===== src/rtl/lr_car_detector.sv =====
// rtl/lr_car_detector.sv - loop-sensor debounce, arrival counter and local-road request
// Optional stuck-sensor detection: define LR_STUCK_SENSOR_EN.
module lr_car_detector #(
    parameter int DEBOUNCE_CYCLES = 4,
    parameter int CNT_W           = 4,
    parameter int STUCK_CYCLES    = 200
) (
    input  logic             clk,
    input  logic             rst,
    input  logic             sensor_raw,
    input  logic [2:0]       lr_light,
    output logic             lr_has_car,
    output logic             car_pulse,
    output logic [CNT_W-1:0] car_count,
    output logic             sensor_fault
);

    typedef enum logic [1:0] {IDLE, RISE, PRESENT, FALL} state_t;

    localparam logic [3:0]       DB_LAST = 4'(DEBOUNCE_CYCLES - 1);
    localparam logic [CNT_W-1:0] CNT_MAX = '1;

    state_t     state, state_nxt;
    logic [3:0] db_cnt, db_nxt;
    logic       s_meta, s_sync;
    logic       confirm;
    logic       green;

    assign green = (lr_light == 3'b100);

    always_ff @(posedge clk) begin
        if (rst) begin
            s_meta <= 1'b0;
            s_sync <= 1'b0;
        end else begin
            s_meta <= sensor_raw;
            s_sync <= s_meta;
        end
    end

    always_ff @(posedge clk) begin
        if (rst) begin
            state     <= IDLE;
            db_cnt    <= '0;
            car_pulse <= 1'b0;
            car_count <= '0;
        end else begin
            state     <= state_nxt;
            db_cnt    <= db_nxt;
            car_pulse <= confirm;
            if (green)
                car_count <= '0;
            else if (confirm && car_count != CNT_MAX)
                car_count <= car_count + 1'b1;
        end
    end

    // FALL returning to PRESENT deliberately skips the pulse: a flickering loop is one car.
    always_comb begin
        state_nxt = state;
        db_nxt    = db_cnt;
        confirm   = 1'b0;
        case (state)
            IDLE: if (s_sync) begin
                state_nxt = RISE;
                db_nxt    = '0;
            end
            RISE: begin
                if (!s_sync)
                    state_nxt = IDLE;
                else if (db_cnt == DB_LAST) begin
                    state_nxt = PRESENT;
                    confirm   = 1'b1;
                end else
                    db_nxt = db_cnt + 4'd1;
            end
            PRESENT: if (!s_sync) begin
                state_nxt = FALL;
                db_nxt    = '0;
            end
            FALL: begin
                if (s_sync)
                    state_nxt = PRESENT;
                else if (db_cnt == DB_LAST)
                    state_nxt = IDLE;
                else
                    db_nxt = db_cnt + 4'd1;
            end
            default: state_nxt = IDLE;
        endcase
    end

`ifdef LR_STUCK_SENSOR_EN
    localparam int SW = $clog2(STUCK_CYCLES + 1);

    logic [SW-1:0] stuck_cnt;
    logic          fault_q;

    always_ff @(posedge clk) begin
        if (rst) begin
            stuck_cnt <= '0;
            fault_q   <= 1'b0;
        end else if (green || !(state == PRESENT || state == FALL)) begin
            stuck_cnt <= '0;
        end else if (!fault_q) begin
            if (stuck_cnt == SW'(STUCK_CYCLES - 1))
                fault_q <= 1'b1;
            else
                stuck_cnt <= stuck_cnt + 1'b1;
        end
    end
`endif

    // A stuck loop forces the request so the local road is never starved.
    always_comb begin
`ifdef LR_STUCK_SENSOR_EN
        sensor_fault = fault_q;
        lr_has_car   = (car_count != '0) || fault_q;
`else
        sensor_fault = 1'b0;
        lr_has_car   = (car_count != '0);
`endif
    end

endmodule

===== config.mk =====
export PLATFORM = sky130hd
export DESIGN_NAME = lr_car_detector
export DESIGN_NICKNAME = d
export VERILOG_FILES = /design/src/rtl/lr_car_detector.sv
export SDC_FILE = /design/constraint.sdc
export NUM_CORES = 1
export LEC_CHECK = 0
export CORE_MARGIN = 3
export CORE_UTILIZATION = 25
export CTS_CLUSTER_DIAMETER = 120
export DETAILED_ROUTE_END_ITERATION = 10
export GPL_ROUTABILITY_DRIVEN = 0
export PLACE_DENSITY_LB_ADDON = 0.25
export SETUP_SLACK_MARGIN = 0.2
export SYNTH_ARGS = -nofsm -noshare
export SYNTH_HDL_FRONTEND = slang
export SYNTH_SLANG_ARGS = --single-unit

===== constraint.sdc =====
create_clock -name clk -period 1.7 [get_ports clk]
set_clock_uncertainty 0.15 [all_clocks]
set_input_delay 0.255 -clock clk [delete_from_list [all_inputs] [get_ports clk]]
set_output_delay 0.255 -clock clk [all_outputs]
set_load 0.05 [all_outputs]

==> metrics.txt, run 1 <==
Ports=13; Syn Area/Cell=8.99 µm²; commonest cells in the synthesized netlist=13 x dfxtp_1, 5 x a21oi_1, 5 x nand3_1, 5 x o21ai_0; CTS tree=built; Critical path buffers and inverters=0; CP max FO=4; final WL=1300 µm; root buf cell=clkbuf_4; share of layout cells above drive strength 1=0.349; worst IR drop on VDD=0.454 mV; Setup TNS=0 ns; worst slack, placed=0.0277 ns; mux contribution to synthesized area=0.0323; # diodes=0; FP Rows=17; die footprint=3120 µm²; initial antenna violation count=0; Initial DRC Count=11; largest family of logic cells by synthesized area=simple AND/OR/NAND/NOR gates; Final Max Slew Viols=0; hold depth=1; CTS buffer count=3; yosys warns=0; Min-Delay Path Class=flip-flop to flip-flop; fin crit share=0.885; LEAKAGE=0.310 nW; first-pass GRT wire length=2330 µm; status=complete, no violations; WHS Endpoint=s_sync; core area=2280 µm²; drt drc=0; min Tclk post-route=1.50 ns; post-layout net count=96; Crit. End Element=flip-flop; Final ANT Viol Nets=0; P per Cell Area=614 nW/µm²; drt via density=4.94; final core occ=0.380; largest net degree at the start of global routing=9; adder-cell area share of the yosys netlist=0.0605; count leader, synth=dfxtp_1; Post-Syn Nets=78; Setup crit start kind=flip-flop; Crit-path slowest cell=or4_1; IO Port Bufs=11; cells along the critical path=ha_4 > and4bb_2 > or4_1 > a21oi_1; Worst R2R Path Depth=4; fraction of registers with async set/reset=0; min-delay src=s_meta; Die Span Y=55.8 µm; Fin Hold WS=0.304 ns; Yosys reg bits=13; worst reg2reg endpoint=db_cnt[3]; CP required=1.76 ns; RSZ-0062 raised after global routing=true; Largest stage delay, worst path=0.40 ns; HPWL after DPL=932 µm; Syn Inst Count=69; Synth Flop Type=dfxtp_1; Synth Cell Area=621 µm²; drt wl/cell=11.4 µm; reg-to-reg startpoint=db_cnt[0]; top cell type's share of synthesized area=0.419; CTS Buffer Depth=2; R2R Setup Slk=0.20 ns; Yosys cell types=30; Fin. Hold Viols=0; Chip Width=55.8 µm; total track usage=0.0925; htree depth=1; Clock Latency Late Sink=0.28 ns; XOR/XNOR Fraction of Synth Area=0.0282; Final setup viols=0; Synth area leader=dfxtp_1; Num Clock Sinks=13; CP top delay family=simple AND/OR/NAND/NOR gates; Initial Utilization=0.273; simple-gate share of the synthesized area=0.284; via count=563; filler cell count=233; synth-to-layout area growth=39.3%; max-cap violation count=0; fmax=665 MHz; vias in the first global route=564; Worst-path clk slew=0.08 ns; Arr. time, crit path=1.56 ns; DRT Pass-1 Iters=4; number of synthesized flops with an enable pin=0; Synth area leaders=dfxtp_1 42%, ha_1 6.0%, a21oi_1 4.0%; sequential fraction of the synthesis area=0.419; Synth Area in Compound Gates=0.127; Crit Path Class=flip-flop to flip-flop; setup ws final=0.196 ns; gr ovfl total=0
[power by group]
| group | total (W) | switching [W] | internal [W] |
|---|---|---|---|
| clock | 0.000187 | 0.0000997 | 0.0000873 |
| combinational | 0.0000357 | 0.0000181 | 0.0000176 |
| sequential | 0.000308 | 0.00000276 | 0.000305 |
[worst max-delay path by stage]
stage           startpoint            to  slack [ns]  cells after the start
2_1_floorplan    db_cnt[0]  car_count[0]        0.16                      5
3_3_place_gp   lr_light[2]  car_count[0]        0.02                      4
3_5_place_dp   lr_light[2]  car_count[0]        0.03                      4
4_1_cts          db_cnt[0]     db_cnt[3]        0.20                      4
5_1_grt             s_sync  car_count[0]        0.14                      3
6_report         db_cnt[0]     db_cnt[3]        0.20                      4
[timing repair]
| action | 4_1_cts | 5_1_grt |
|---|---|---|
| setup buffers | 2 | 0 |
| hold buffers | 0 | 0 |
| gates resized for setup | 10 | 1 |
| setup endpoints to repair | 6 | 6 |
| pin swaps | 1 | 1 |
[final cells by class]
type | instances | area [µm²] | share of cell area
clock buffers | 3 | 22.5 | 0.0260
multi-input cells | 50 | 365 | 0.423
repair buffers | 15 | 150 | 0.174
well taps | 28 | 35.0 | 0.0405
flip-flops and latches | 13 | 272 | 0.314
inverters | 4 | 15.0 | 0.0174
clock inverters | 1 | 5.00 | 0.00579
[metrics by stage]
step	std cells	total power (W)	area (µm²)
2_1_floorplan	69	0.000335	627
3_5_place_dp	108	0.000352	786
4_1_cts	114	0.000540	863
6_report	114	0.000531	865
3_3_place_gp	108	0.000352	786
5_1_grt	114	0.000555	865
[kinds of logic (layout without fill, tap and decap cells)]
logic type / after synthesis / after routing
and+or+nand+nor: 28 / 28
AOI/OAI and AO/OA: 14 / 14
DFF: 13 / 13
buffers and inverters: 6 / 23
adders and majority gates: 3 / 3
xor gates and xnor gates: 2 / 2
muxes: 2 / 2
other: 1 / 1
[registers in the layout (all words and copies together), names as in the netlist, named ones only]
signal     cells
state          1
car_count      4
s_meta         1
s_sync         1
db_cnt         4
car_pulse      1
[cell usage in the layout (no fill, tap or decap), drive strengths merged, types with 2 or more instances in the layout]
cell / count
nor2b: 2
nand2: 4
or4: 2
buf: 10
nor3: 4
nand3: 5
a31oi: 2
mux2i: 2
o21ai: 5
inv: 4
dfxtp: 13
clkbuf: 3
clkdlybuf4s50: 5
a21oi: 5
ha: 3
[metal layers]
metal  vias up  GRT usage  part of all wire
li1        286          -                 -
met1       263      0.105              0.42
met2        10      0.159              0.53
met3         4     0.0139             0.030
met4         0     0.0610             0.019
met5         -          0                 0
(Power assumes the default switching activity.)
==> run 2: changes to the inputs <==
- CELL_PAD_IN_SITES_DETAIL_PLACEMENT: not set -> 1
- CELL_PAD_IN_SITES_GLOBAL_PLACEMENT: not set -> 2
- SLEW_MARGIN: not set -> 20
==> run 2 against run 1 <==
Compared with the run above:
- maximum frequency is 0.30% higher
- non-clock buffer count is 2 higher
- worst setup slack better by 0.0045 ns
- first-iteration DRC count is 73% lower
- via count is 2.0% higher
- sequential share of layout area is 1.7 points lower
- global-route usage is 2.2 points higher
- wire length is 21% higher
- largest power group unchanged
==> metrics.txt, run 2 (synthesis results as in run 1) <==
Final setup viols=0; CTS Buffer Depth=2; LEAKAGE=0.323 nW; Final ANT Viol Nets=0; status=complete, no violations; Ports=13; initial antenna violation count=0; share of layout cells above drive strength 1=0.443; Fin. Hold Viols=0; total track usage=0.114; synth-to-layout area growth=52.0%; worst setup path startpoint=db_cnt[0]; Arr. time, crit path=1.55 ns; drt wl/cell=13.6 µm; # diodes=0; RSZ-0062 raised after global routing=true; largest net degree at the start of global routing=9; Num Clock Sinks=13; Setup crit start kind=flip-flop; drt via density=4.95; Min-Delay Path Class=flip-flop to flip-flop; worst IR drop on VDD=0.272 mV; Initial DRC Count=3; reg-to-reg startpoint=db_cnt[0]; Chip Width=55.8 µm; Crit. End Element=flip-flop; first-pass GRT wire length=2730 µm; Setup TNS=0 ns; IO Port Bufs=11; min Tclk post-route=1.50 ns; htree depth=1; final WL=1570 µm; FP Rows=17; FF/Latch Area=280 µm²; filler cell count=251; R2R Setup Slk=0.20 ns; Crit Path Class=flip-flop to flip-flop; fin crit share=0.882; P per Cell Area=559 nW/µm²; DRT Pass-1 Iters=2; CTS tree=built; core area=2280 µm²; Clock Latency Late Sink=0.27 ns; drt drc=0; die footprint=3120 µm²; root buf cell=clkbuf_4; Pwr Total=0.000527 W; fmax=667 MHz; Post-Layout Cell Count=116; HPWL after DPL=1110 µm; min-delay src=s_meta; Multi-input gate area=419 µm²; Die Span Y=55.8 µm; CP required=1.75 ns; largest registers=car_count x4, db_cnt x4; via count=574; most frequent cells in the layout=10 x buf_4, 5 x o21ai_0, 5 x nand3_1, 5 x dfxtp_1, 5 x clkdlybuf4s50_1; Final Max Slew Viols=0; CTS buffer count=3; post-layout net count=98; max-cap violation count=0; commonest non-fill, non-tap cell in the layout=buf_4; CP max FO=4; gr ovfl total=0; Worst-path clk slew=0.08 ns; Initial Utilization=0.273; vias in the first global route=609; dpl cells=110
-- run 2: metal layers --
layer	up-vias	global-route usage	part of all wire
met5	-	0	0
met4	0	0.0610	0.023
met3	4	0.0278	0.025
met2	9	0.179	0.46
met1	272	0.143	0.49
li1	289	-	-
-- run 2: path summary, 6_finish.rpt --
path          endpoint  cells after the start
max          db_cnt[2]                      4
max reg2reg  db_cnt[2]                      4
min             s_sync                      1
min reg2reg     s_sync                      1
-- run 2: repair_timing --
| action | in CTS | in global routing |
|---|---|---|
| hold buffers | 0 | 0 |
| gates resized for setup | 11 | 15 |
| pin swaps | 1 | 0 |
| buffers inserted | 2 | 0 |
| endpoints found under the setup margin | 7 | 7 |
-- run 2: metrics by stage --
stage	utilization	setup slack [ns]	hold WS (ns)	cell area, µm²
global route	0.415	0.147	0.308	943
global placement	0.352	0.0462	0.283	801
detailed placement	0.352	0.0375	0.286	801
CTS	0.392	0.203	0.308	892
finish	0.415	0.201	0.296	943
floorplan	-	0.155	0.174	627
-- run 2: cell type report --
class / count / area share
Tap cell: 28 / 0.0371
Clock buffer: 4 / 0.0279
Inverter: 4 / 0.0186
Multi-Input combinational cell: 50 / 0.444
Timing Repair Buffer: 17 / 0.175
Sequential cell: 13 / 0.297
-- run 2: critical path, stage by stage, from the launching register on --
cell      delay [ns]
dfxtp_4         0.37
ha_4            0.17
and4bb_4        0.20
or4_4           0.41
a21oi_2         0.13
-- run 2: report_power, final --
part,internal [W],switching (W)
Combinational,0.0000190,0.0000201
Sequential,0.000301,0.00000256
Clock,0.0000908,0.0000938
Total,0.000411,0.000116
==> run 3: changes to the inputs <==
- DONT_BUFFER_PORTS: not set -> 1
- PLACE_DENSITY: not set -> 0.61
- PLACE_DENSITY_LB_ADDON: 0.25 -> not set
==> run 3 against run 2 <==
Compared with the run above:
- core utilization decreased by 0.71 points
- wire length is 6.7% higher
- sequential power rose by 1%
- global-route usage is 0.43 points higher
- cell count unchanged
- maximum frequency is 0.47% lower
- register-to-register slack barely moved
- die area did not move
- count of clock-buffer cells in the layout is 1 lower
==> metrics.txt, run 3 (synthesis results as in run 1) <==
most frequent cells in the layout=14 x buf_4, 6 x dfxtp_1, 5 x o21ai_0, 5 x nand3_1, 5 x dfxtp_2; htree depth=1; initial antenna violation count=0; IO Port Bufs=0; Initial Utilization=0.273; Final Max Slew Viols=0; FP Rows=17; Seq pwr share=0.572; CP max FO=7; Sw Share=0.254; fmax=664 MHz; filler cell count=262; largest net degree at the start of global routing=9; Final setup viols=0; worst IR drop on VDD=0.416 mV; via count=580; CTS tree=built; clock power share=0.374; max-cap violation count=0; first-pass GRT wire length=2880 µm; min Tclk post-route=1.51 ns; drt drc=0; largest registers=car_count x4, db_cnt x4; final WL=1680 µm; synth-to-layout area growth=49.4%; Final ANT Viol Nets=0; setup ws final=0.194 ns; R2R Setup Slk=0.19 ns; fin crit share=0.886; Ports=13; Fin Hold WS=0.102 ns; total track usage=0.118; P per Cell Area=580 nW/µm²; commonest non-fill, non-tap cell in the layout=buf_4; core area=2280 µm²; final core occ=0.407; worst slack, placed=0.134 ns; CP required=1.78 ns; Arr. time, crit path=1.58 ns; Int Pwr=0.000401 W; vias in the first global route=621; Chip Width=55.8 µm; HPWL after DPL=1070 µm; Num Clock Sinks=13; Pwr Total=0.000538 W; Crit. End Element=flip-flop; Initial DRC Count=5; Die Span Y=55.8 µm; post-layout net count=98; share of layout cells above drive strength 1=0.500; CTS buffer count=3; LEAKAGE=0.341 nW; Clock Latency Late Sink=0.29 ns; CTS Buffer Depth=2; drt wl/cell=14.5 µm; DRT Pass-1 Iters=3; Crit Path Class=flip-flop to flip-flop; drt via density=5.00; gr ovfl total=0; Comb pwr share=0.054; Sw Pwr=0.000136 W; status=complete, no violations; RSZ-0062 raised after global routing=true; Min-Delay Path Class=primary input to flip-flop; # diodes=0; Setup crit start kind=flip-flop; Fin. Hold Viols=0; die footprint=3120 µm²; root buf cell=clkbuf_4; Setup TNS=0 ns; Worst-path clk slew=0.08 ns
## run 3: changes by cell type in the layout (fill, tap and decap cells not counted), moves of 2 or more
cell             before  now
clkdlybuf4s50_1       5    0
buf_4                10   14
dfxtp_4               4    2
dlygate4sd3_1         0    2
## run 3: worst paths after layout
kind,from,end,depth (start not counted)
worst max-delay path,db_cnt[0],db_cnt[3],4
worst max register to register,db_cnt[0],db_cnt[3],4
worst min register to register,s_meta,s_sync,1
worst min-delay path,rst,car_count[1],3
## run 3: worst max-delay path, stage by stage, from the launching register on
cell      delay, ns
dfxtp_2        0.34
ha_4           0.17
and4bb_4       0.22
or4_4          0.42
a21oi_2        0.14
## run 3: per-stage QoR
stage                     cell area, µm²  cells
after floorplan                      627     69
after global placement               716    102
after detailed placement             716    102
after CTS                            841    114
after global routing                 927    116
final                                927    116
## run 3: routing by layer
| layer | vias to the layer above | global-route usage | part of all wire |
|---|---|---|---|
| met3 | 2 | 0.0418 | 0.029 |
| met4 | 0 | 0.0407 | 0.014 |
| li1 | 285 | - | - |
| met2 | 6 | 0.201 | 0.53 |
| met5 | - | 0 | 0 |
| met1 | 287 | 0.137 | 0.42 |
## run 3: final cells by class
type | count | area, µm² | area share
clock buffer | 3 | 22.5 | 0.0243
clock inverter | 1 | 5.00 | 0.00540
inverter | 4 | 15.0 | 0.0162
multi-input combinational | 50 | 430 | 0.464
sequential | 13 | 274 | 0.296
tap | 28 | 35.0 | 0.0378
timing repair buffer | 17 | 145 | 0.157
## run 3: timing repair
action | CTS | global route
pin swaps | 1 | 4
hold endpoints to repair | 7 | 0
endpoints found under the setup margin | 6 | 8
buffers inserted | 6 | 2
resized for setup | 10 | 14
hold buffers | 2 | 0
## run 3: power by group through the flow
stage          Clock (W)  Sequential, W  Combinational, W
2_1_floorplan          0       0.000316         0.0000190
3_3_place_gp           0       0.000317         0.0000212
3_5_place_dp           0       0.000317         0.0000213
4_1_cts         0.000217       0.000310         0.0000282
5_1_grt         0.000226       0.000308         0.0000322
6_report        0.000201       0.000308         0.0000293
